**src/rtl/adder_arb_seq.sv**
```systemverilog
`default_nettype none
// ============================================================================
// Module      : adder_arb_seq
// Description : Two-requester arbiter in front of a nibble-serial adder.
//               A granted operation is summed one nibble per cycle on an
//               external shared 4-bit adder; the carry ripples between
//               nibbles through a local register. The result is then held
//               until the consumer takes it.
// Revision    : 1.0 - initial release
// ============================================================================
module adder_arb_seq #(
  parameter int NIBBLES = 4
) (
  input  logic                     clk,
  input  logic                     rst,
  input  logic [1:0]               req_valid,
  output logic [1:0]               req_ready,
  input  logic [2*4*NIBBLES-1:0]   req_a,
  input  logic [2*4*NIBBLES-1:0]   req_b,
  input  logic [1:0]               req_cin,
  output logic                     rsp_valid,
  input  logic                     rsp_ready,
  output logic                     rsp_id,
  output logic [4*NIBBLES-1:0]     rsp_sum,
  output logic                     rsp_cout,
  output logic [3:0]               add_a,
  output logic [3:0]               add_b,
  output logic                     add_cin,
  input  logic [3:0]               add_sum,
  input  logic                     add_cout
);

  localparam int W  = 4 * NIBBLES;
  localparam int KW = (NIBBLES > 1) ? $clog2(NIBBLES) : 1;
  localparam logic [KW-1:0] K_LAST = KW'(NIBBLES - 1);

  typedef enum logic [1:0] {
    S_IDLE = 2'd0,
    S_ADD  = 2'd1,
    S_RESP = 2'd2
  } state_t;

  state_t          state_q, state_d;
  logic            lp_q, lp_d;          // last granted requester
  logic [KW-1:0]   k_q, k_d;            // nibble currently on the adder
  logic            c_q, c_d;            // carry between nibbles
  logic [W-1:0]    a_q, a_d;
  logic [W-1:0]    b_q, b_d;
  logic            id_q, id_d;
  logic [W-1:0]    result_q, result_d;

  logic            grant;
  logic [KW+1:0]   nib_base;

  assign nib_base = {k_q, 2'b00};

  // Pick a requester: a lone valid wins, a tie goes to the one not granted last.
  always_comb begin
    grant = 1'b0;
    if (req_valid == 2'b10) begin
      grant = 1'b1;
    end else if (req_valid == 2'b11) begin
      grant = ~lp_q;
    end
  end

  // Next-state and output decode for the IDLE -> ADD -> RESP sequence.
  always_comb begin
    state_d   = state_q;
    lp_d      = lp_q;
    k_d       = k_q;
    c_d       = c_q;
    a_d       = a_q;
    b_d       = b_q;
    id_d      = id_q;
    result_d  = result_q;
    req_ready = 2'b00;
    add_a     = 4'h0;
    add_b     = 4'h0;
    add_cin   = 1'b0;

    case (state_q)
      S_IDLE: begin
        // Gating with rst keeps a handshake from being seen during reset.
        if (!rst && (|req_valid)) begin
          req_ready = grant ? 2'b10 : 2'b01;
          lp_d      = grant;
          id_d      = grant;
          a_d       = grant ? req_a[2*W-1:W] : req_a[W-1:0];
          b_d       = grant ? req_b[2*W-1:W] : req_b[W-1:0];
          c_d       = req_cin[grant];
          k_d       = '0;
          state_d   = S_ADD;
        end
      end

      S_ADD: begin
        add_a                  = a_q[nib_base +: 4];
        add_b                  = b_q[nib_base +: 4];
        add_cin                = c_q;
        result_d[nib_base +: 4] = add_sum;
        c_d                    = add_cout;
        if (k_q == K_LAST) begin
          k_d     = '0;
          state_d = S_RESP;
        end else begin
          k_d = k_q + 1'b1;
        end
      end

      S_RESP: begin
        if (rsp_ready) begin
          state_d = S_IDLE;
        end
      end

      default: begin
        state_d = S_IDLE;
      end
    endcase
  end

  // State register; reset also abandons any operation in flight.
  always_ff @(posedge clk) begin
    if (rst) begin
      state_q  <= S_IDLE;
      lp_q     <= 1'b1;
      k_q      <= '0;
      c_q      <= 1'b0;
      a_q      <= '0;
      b_q      <= '0;
      id_q     <= 1'b0;
      result_q <= '0;
    end else begin
      state_q  <= state_d;
      lp_q     <= lp_d;
      k_q      <= k_d;
      c_q      <= c_d;
      a_q      <= a_d;
      b_q      <= b_d;
      id_q     <= id_d;
      result_q <= result_d;
    end
  end

  assign rsp_valid = (state_q == S_RESP);
  assign rsp_id    = id_q;
  assign rsp_sum   = result_q;
  assign rsp_cout  = c_q;

endmodule
`default_nettype wire

```
**config.mk**
```make
export PLATFORM = sky130hd
export DESIGN_NAME = adder_arb_seq
export DESIGN_NICKNAME = d
export VERILOG_FILES = /design/src/rtl/adder_arb_seq.sv
export SDC_FILE = /design/constraint.sdc
export NUM_CORES = 1
export LEC_CHECK = 0
export ABC_AREA = 0
export CAP_MARGIN = 20
export CORE_MARGIN = 1.5
export CORE_UTILIZATION = 40
export DETAILED_ROUTE_END_ITERATION = 16
export PLACE_DENSITY = 0.77
export SYNTH_ARGS = -nofsm -noshare
export SYNTH_HDL_FRONTEND = slang
export SYNTH_SLANG_ARGS = --single-unit
export TNS_END_PERCENT = 20
```
**constraint.sdc**
```tcl
create_clock -name clk -period 1.75 [get_ports clk]
set_input_delay 0.175 -clock clk [delete_from_list [all_inputs] [get_ports clk]]
set_output_delay 0.175 -clock clk [all_outputs]
set_load 0.02 [all_outputs]
```
Word-level counts from Yosys, hierarchy flattened

Index checks and enable logic that the tools add are counted.
W data, S select, Z words.

Latch bits: 0
Register bits: 55
Bits of input ports: 76
RAM bits: 0
Memories: 0
Memory bits (read-only): 0

$lt $le $gt $ge: 1
Div/mod/pow operators: 0
Add/sub/neg operators: 2
Multipliers: 0
Mux-type cells: 22
Reductions and logical operators: 8
Equal/unequal tests: 8
Shift operators: 4
Bitwise operators: 1

Operator list:

| cell                     | count |
|---|---|
| $mux W16                 | 2 |
| $shiftx A16 B5 Y4        | 2 |
| $bwmux W16               | 1 |
| $mux W2                  | 8 |
| $shift A4 B6 Y16 const A | 1 |
| $shiftx A4 B6 Y16        | 1 |
| $eq A2 B2 Y1 const B     | 4 |
| $mux W4                  | 2 |
| $mux W1                  | 6 |
| $neg A4 Y6               | 1 |
| $pmux W2 S3              | 1 |
| $ne A2 B2 Y1 const B     | 2 |
| $pmux W2 S2              | 1 |
| $reduce_and A2 Y1        | 2 |
| $reduce_and A3 Y1        | 1 |
| $add A2 B1 Y2 const B    | 1 |
| $eq A2 B1 Y1 const B     | 1 |
| $logic_not A2 Y1         | 1 |
| $lt A1 B2 Y1 const B     | 1 |
| $ne A2 B1 Y1 const B     | 1 |
| $pmux W1 S2              | 1 |
| $reduce_bool A2 Y1       | 1 |
| $reduce_or A2 Y1         | 1 |
| $logic_and A1 B1 Y1      | 1 |
| 2 further kinds          | 2 |

Longest topological paths before layout

Gate-level depths: netlist (run 1).

Depth after elaboration: 7
Depth in mapped cells: 7
Gate-level depth less buffers: 6

Worst setup path after synthesis (run 1)

OpenSTA, ideal clock, no wires.

Path kind: reg2reg
Start point: register k_q[1]
End point: register result_q[10], in the netlist rsp_sum[10]
Data arrival time: 1,756 ps
Stages on the path, launching flop included: 7
Setup time: 59 ps
Path slack: -66 ps
Clock period less this slack: 1,816 ps
Cells stage by stage: dfxtp_1 clkbuf_1 inv_1 ha_1 nand2_1 nor4_4 a22o_1

Longest elaborated chain between the ends: 3
Elaborated cells on any way between the ends: 4
Classes of those cells: add/sub (1); shift (2); mux (1)

RTL lines:

| element                                                      | RTL line | source |
|---|---|---|
| start: declaration                                           | 45       | `logic [KW-1:0] k_q, k_d;` |
| start signal: assignment                                     | 137      | `k_q <= k_d;` |
| $neg A4 Y6 *                                                 | 101      | `result_d[nib_base +: 4] = add_sum;` |
| $shiftx A4 B6 Y16 / $shift A4 B6 Y16 (equally long branches) | 101      |  |
| $bwmux W16 *                                                 | 101      |  |
| end signal: assignment                                       | 142      | `result_q <= result_d;` |
| end: declaration                                             | 50       | `logic [W-1:0] result_q, result_d;` |

Every way passes the cells marked *; elsewhere a longest branch is shown, timed or not.
A chain may end at the register's enable or synchronous reset.

Worst setup path after layout (run 1)

Start point: register k_q[0]
End point: output add_b[0]

Longest elaborated chain between the ends: 2

RTL lines:

| element           | RTL line | source |
|---|---|---|
| $shiftx A16 B5 Y4 | 99       | `add_b = b_q[nib_base +: 4];` |
| $mux W4           | 82       | `case (state_q)` |
| end: declaration  | 27       | `output logic [3:0] add_b,` |

Every way passes these cells.

==> results of run 1 <==
-- critical path, stage by stage, from the launching register on --
cell and delay (ns):
sky130_fd_sc_hd__dfxtp_2 0.36, sky130_fd_sc_hd__buf_12 0.12, sky130_fd_sc_hd__buf_12 0.10, sky130_fd_sc_hd__mux4_2 0.48
sky130_fd_sc_hd__and2_4 0.15, sky130_fd_sc_hd__buf_6 0.12
-- per-layer routing --
metal,share of wire [%],routed length (um),up-vias,track usage (%)
li1,-,-,1194,-
met1,43,2990,1108,24.3
met2,52,3610,54,33.6
met3,3.8,267,4,3.27
met4,1.0,71,0,4.84
met5,0,0,-,0
-- Yosys cell counts (all sizes together), types with 2 or more instances --
library cell / instances / area (um2)
and2b: 2 / 15.0
buf: 16 / 114
a31oi: 2 / 12.5
and2: 9 / 56.3
clkbuf: 6 / 22.5
a22oi: 9 / 67.6
nor4: 3 / 63.8
ha: 6 / 75.1
nor2: 46 / 173
a21oi: 5 / 25.0
dfxtp: 55 / 1100
mux4: 8 / 180
a211oi: 32 / 290
nand3b: 3 / 22.5
nand3: 2 / 10.0
inv: 4 / 15.0
a22o: 8 / 70.1
nand2: 9 / 33.8
mux2i: 32 / 320
-- state kept, by name, indices dropped and copies added (netlist names) --
signal    flops
lp_q          1
rsp_sum      16
rsp_id        1
k_q           2
rsp_cout      1
a_q          16
state_q       2
b_q          16
-- how the worst max path moves through the flow --
stage / startpoint / end / slack (ns) / cells after the start
6_report: k_q[0] / add_b[0] / -0.06 / 5
3_5_place_dp: req_valid[1] / req_ready[0] / -0.34 / 5
3_3_place_gp: req_valid[1] / req_ready[0] / -0.26 / 5
4_1_cts: k_q[0] / add_b[3] / -0.07 / 5
2_1_floorplan: k_q[0] / rsp_sum[10] / 0.06 / 6
5_1_grt: k_q[0] / add_a[3] / -0.11 / 5
-- cell type report --
class | instances | area [um2]
well taps | 80 | 100
fillers | 569 | 2550
repair buffers | 129 | 1270
clock buffers | 8 | 100
inverters | 4 | 15.0
flip-flops and latches | 55 | 1100
multi-input cells | 184 | 1580
-- cell families (layout without fill, tap and decap cells) --
family | count (synthesis) | count (layout) | share of synthesized area (%)
AND/OR/NAND/NOR | 79 | 79 | 15.6
AO/OA/AOI/OAI | 59 | 59 | 17.8
flip-flops | 55 | 55 | 40.1
multiplexers | 40 | 40 | 18.2
buffers and inverters | 26 | 141 | 5.52
adder cells (fa/ha/maj) | 6 | 6 | 2.74
-- through the flow --
stage / instance area [um2] / hold WS (ns)
final: 4160 / 0.342
after global routing: 4160 / 0.372
after CTS: 4090 / 0.334
after detailed placement: 3970 / 0.462
after global placement: 3970 / 0.458
after floorplan: 2750 / 0.308
-- what timing repair did --
action	CTS	global route
gates resized for setup	54	16
pin swaps	6	7
setup buffers	2	0
cloned	0	0
endpoints found under the setup margin	28	44
-- where the power goes --
group	switching, uW	leakage [uW]	internal, uW
Combinational	465	0.00107	563
Sequential	58.3	0.000451	1350
Clock	388	0.0000515	362
Total	912	0.00157	2280
==> results.cfg, run 1 <==
[status]
status = finished, violations left
failing_checks = negative setup slack

[global_routing]
grt_util_all_layers_pct = 19.1
vias_in_the_first_global_route = 2339
grt_remaining_overflow = 0
antenna_found_initial = 0
grt_pass1_wl_mm = 11.1
grt_start_max_net_pins = 57

[logic_synthesis]
post_synth_instance_area_um2 = 2740
synth-edff-count = 0
netlist_instances = 265
synth_flop_cell = sky130_fd_sc_hd__dfxtp_1
synth-async-reset-ratio_pct = 0
synth.avg_cell_area_um2 = 10.4
synth.net_count = 347
ys_warn_count = 0
ys_types = 31
synth_seq_cells = 55
synth.yosys.seq_area_share_pct = 40.1

[worst_setup_path]
end_kind = primary output
worst-r2r-setup-slack_ns = 0
number_of_cells_on_the_worst_reg_to_reg_path = 9
worstSetupStartpointType = flop
reg2reg_to = rsp_sum[14]
critical_path_class = flop to primary output
critical_path.reg2reg.startpoint = k_q[0]
worstPathMaxFanout = 5
arrival_ns = 1.64
worst-endpoint-required_ns = 1.57

[final_layout]
commonest_cells_after_routing_fill_and_taps_aside = 92 x sky130_fd_sc_hd__clkdlybuf4s50_1, 53 x sky130_fd_sc_hd__dfxtp_1, 44 x sky130_fd_sc_hd__nor2_1
layout-area-overhead-vs-synth_pct = 51.8
drive_above_1_share_pct = 20.8
layout.core_utilization_pct = 62.0
fin_nets = 461
final_cells = 460
final_common_cell = sky130_fd_sc_hd__clkdlybuf4s50_1
number_of_diodes = 0

[placed_design]
numPortBuffers = 105
pre_cts_ws_ns = -0.338
dp_cells = 450
dp_hpwl_mm = 5.19
gpl.final_weighted_congestion = 0.779

[timing]
fmax_mhz = 551
finalSetupViolations = 6
final_period_utilization_pct = 104
finalWorstSetupSlack_ns = -0.0637
setup_tns_ns = -0.261
final.setup_skew_ns = 0.00433
final-max-slew-violation-count = 0
final_hold_viol_count = 0
tightest_slew_ns = 0.612
slew_headroom_pct = 59.2
grt_setup_unrepaired = true
final.min_clock_period_ns = 1.81

[clock_network]
cts_root_buffer = sky130_fd_sc_hd__clkbuf_8
h_tree_depth_reported_by_cts = 2
worstSkewPairLatency_ns = 0.30
cts.sinks = 55
cts.path.max_buffers = 2
cts-buffers-inserted = 5
cts_tree = yes
clk_transition_reported_paths_ns = 0.09
hold_buffers = 0

[flow_run]
maxCapViolCount = 0

[worst_hold_path]
timing.hold.worst.class = primary input to flop
min_to = state_q[0]
holdPathStages = 4
min-delay-start = rst

[detailed_routing]
wire_per_inst_um = 15.1
ant_nets = 0
drt-total-wl_mm = 6.94
initialDrtViolationCount = 57
drt_pre_antenna_iters = 5
vias_per_std_cell = 5.13
num_vias = 2360
number_of_remaining_drc_errors = 0

[power]
power.total_uw = 3190
powerDensity_nw_per_um2 = 766
peakVddDrop_mv = 0.354
p_leak_uw = 0.00157

[die]
die-height_um = 85.8
die-area_um2 = 7370
dieWidth_um = 85.8
num_rows = 30
initial_cell_density_of_the_core_pct = 40.8
placeableCoreArea_um2 = 6720
top_level_ports = 106
Note: power is estimated with default switching activity, not from simulation.
==> run 2, diff against run 1 <==
--- a/config.mk
+++ b/config.mk
@@ -8,9 +8,11 @@
 export ABC_AREA = 0
 export CAP_MARGIN = 20
 export CORE_MARGIN = 1.5
-export CORE_UTILIZATION = 40
+export CORE_UTILIZATION = 50
+export CTS_BUF_LIST = sky130_fd_sc_hd__clkbuf_8
 export DETAILED_ROUTE_END_ITERATION = 16
-export PLACE_DENSITY = 0.77
+export DONT_BUFFER_PORTS = 1
+export PLACE_DENSITY = 0.65
 export SYNTH_ARGS = -nofsm -noshare
 export SYNTH_HDL_FRONTEND = slang
 export SYNTH_SLANG_ARGS = --single-unit
==> constraint.sdc (replaced) <==
create_clock -name clk -period 2.1 [get_ports clk]
set_input_delay 0.21 -clock clk [delete_from_list [all_inputs] [get_ports clk]]
set_output_delay 0.21 -clock clk [all_outputs]
set_load 0.02 [all_outputs]
==> results.cfg, run 2 (synthesis results as in run 1) <==
[power]
powerDensity_nw_per_um2 = 785
p_leak_uw = 0.00103
peakVddDrop_mv = 0.467
power.total_uw = 2260

[detailed_routing]
initialDrtViolationCount = 82
drt_pre_antenna_iters = 4
wire_per_inst_um = 16.9
ant_nets = 0
num_vias = 1894
vias_per_std_cell = 5.79
number_of_remaining_drc_errors = 0
drt-total-wl_mm = 5.53

[die]
dieWidth_um = 77.1
die-area_um2 = 5940
initial_cell_density_of_the_core_pct = 52.7
top_level_ports = 106
die-height_um = 77.1
num_rows = 26
placeableCoreArea_um2 = 5200

[final_layout]
area.sequential_um2 = 1100
final_common_cell = sky130_fd_sc_hd__dfxtp_1
fin_nets = 338
commonest_cells_after_routing_fill_and_taps_aside = 55 x sky130_fd_sc_hd__dfxtp_1, 46 x sky130_fd_sc_hd__nor2_1, 32 x sky130_fd_sc_hd__mux2i_1
drive_above_1_share_pct = 14.0
multi_input_area_um2 = 1500
fill_cells = 482
layout-area-overhead-vs-synth_pct = 4.74
number_of_diodes = 0

[flow_run]
maxCapViolCount = 0

[timing]
final_hold_viol_count = 0
tightest_slew_ns = 0.516
final.min_clock_period_ns = 1.97
setup_tns_ns = 0
final_period_utilization_pct = 93.9
grt_setup_unrepaired = false
finalSetupViolations = 0
slew_headroom_pct = 65.6
final.setup_skew_ns = 0.00489
final-max-slew-violation-count = 0
fmax_mhz = 507

[worst_setup_path]
number_of_cells_on_the_worst_reg_to_reg_path = 5
critical_path_class = flop to primary output
end_kind = primary output
worstSetupStartpointType = flop
worstPathMaxFanout = 8
worst-endpoint-required_ns = 1.89
arrival_ns = 1.76

[clock_network]
cts_setup_buffers = 0
cts-buffers-inserted = 5
cts_tree = yes
worstSkewPairLatency_ns = 0.30
h_tree_depth_reported_by_cts = 2
cts.sinks = 55
cts_root_buffer = sky130_fd_sc_hd__clkbuf_8
clk_transition_reported_paths_ns = 0.09
cts.path.max_buffers = 2

[global_routing]
vias_in_the_first_global_route = 1714
grt_remaining_overflow = 0
antenna_found_initial = 0
grt_start_max_net_pins = 67
grt_util_all_layers_pct = 18.7
grt_pass1_wl_mm = 8.74

[placed_design]
dp_hpwl_mm = 3.89
gpl.final_weighted_congestion = 0.764
numPortBuffers = 0

[worst_hold_path]
holdPathStages = 1
timing.hold.worst.class = primary input to flop

[status]
status = finished clean
## run 2: cell count changes in the layout (fill, tap and decap cells not counted), sizes merged
cell and delta:
dlygate4sd2 -2, inv +1, clkdlybuf4s50 -92, clkinvlp +1
clkinv +1, clkbuf -4, buf -28
## run 2: path summary, 6_finish.rpt
| path | start | to | slack, ns |
|---|---|---|---|
| setup / recovery | state_q[0] | req_ready[0] | 0.13 |
| hold / removal | add_sum[0] | rsp_sum[8] | 0.03 |
| setup reg to reg | k_q[1] | rsp_sum[7] | 0.32 |
| hold reg to reg | b_q[4] | b_q[4] | 0.50 |
## run 2: cell type report
class                   count  area share [%]
well taps                  70            3.05
repair buffers              6            2.87
clock inverters             3           0.566
clock buffers               5            2.39
inverters                   4           0.522
flip-flops and latches     55            38.3
multi-input cells         184            52.3
## run 2: what timing repair did
item | in CTS | in global routing
hold buffers | 1 | 0
gates resized for setup | 0 | 0
endpoints found under the hold margin | 47 | 0
## run 2: critical path, cell delays in order (launching register included)
cell	delay, ns
sky130_fd_sc_hd__dfxtp_1	0.39
sky130_fd_sc_hd__or4_1	0.70
sky130_fd_sc_hd__nor2_1	0.37
## run 2: metrics by stage
step	instances	util (%)	setup slack, ns	hold slack (ns)	cell area (um2)
detailed placement	318	53.2	0.326	0.284	2770
CTS	327	55.2	0.111	0.0153	2870
global placement	318	53.2	0.388	0.283	2770
global route	327	55.2	0.0617	0.0175	2870
finish	327	55.2	0.128	0.0289	2870
floorplan	265	-	0.284	0.343	2740
## run 2: power breakdown
part / internal [uW] / switching, uW
logic: 216 / 284
clock network: 229 / 330
registers: 1130 / 70.3
## run 2: layer usage
layer  share of wire [%]  global-route usage [%]
met5                   0                       0
met1                  49                    26.4
met2                  42                    27.4
met3                 7.3                    5.12
met4                 1.3                    6.55
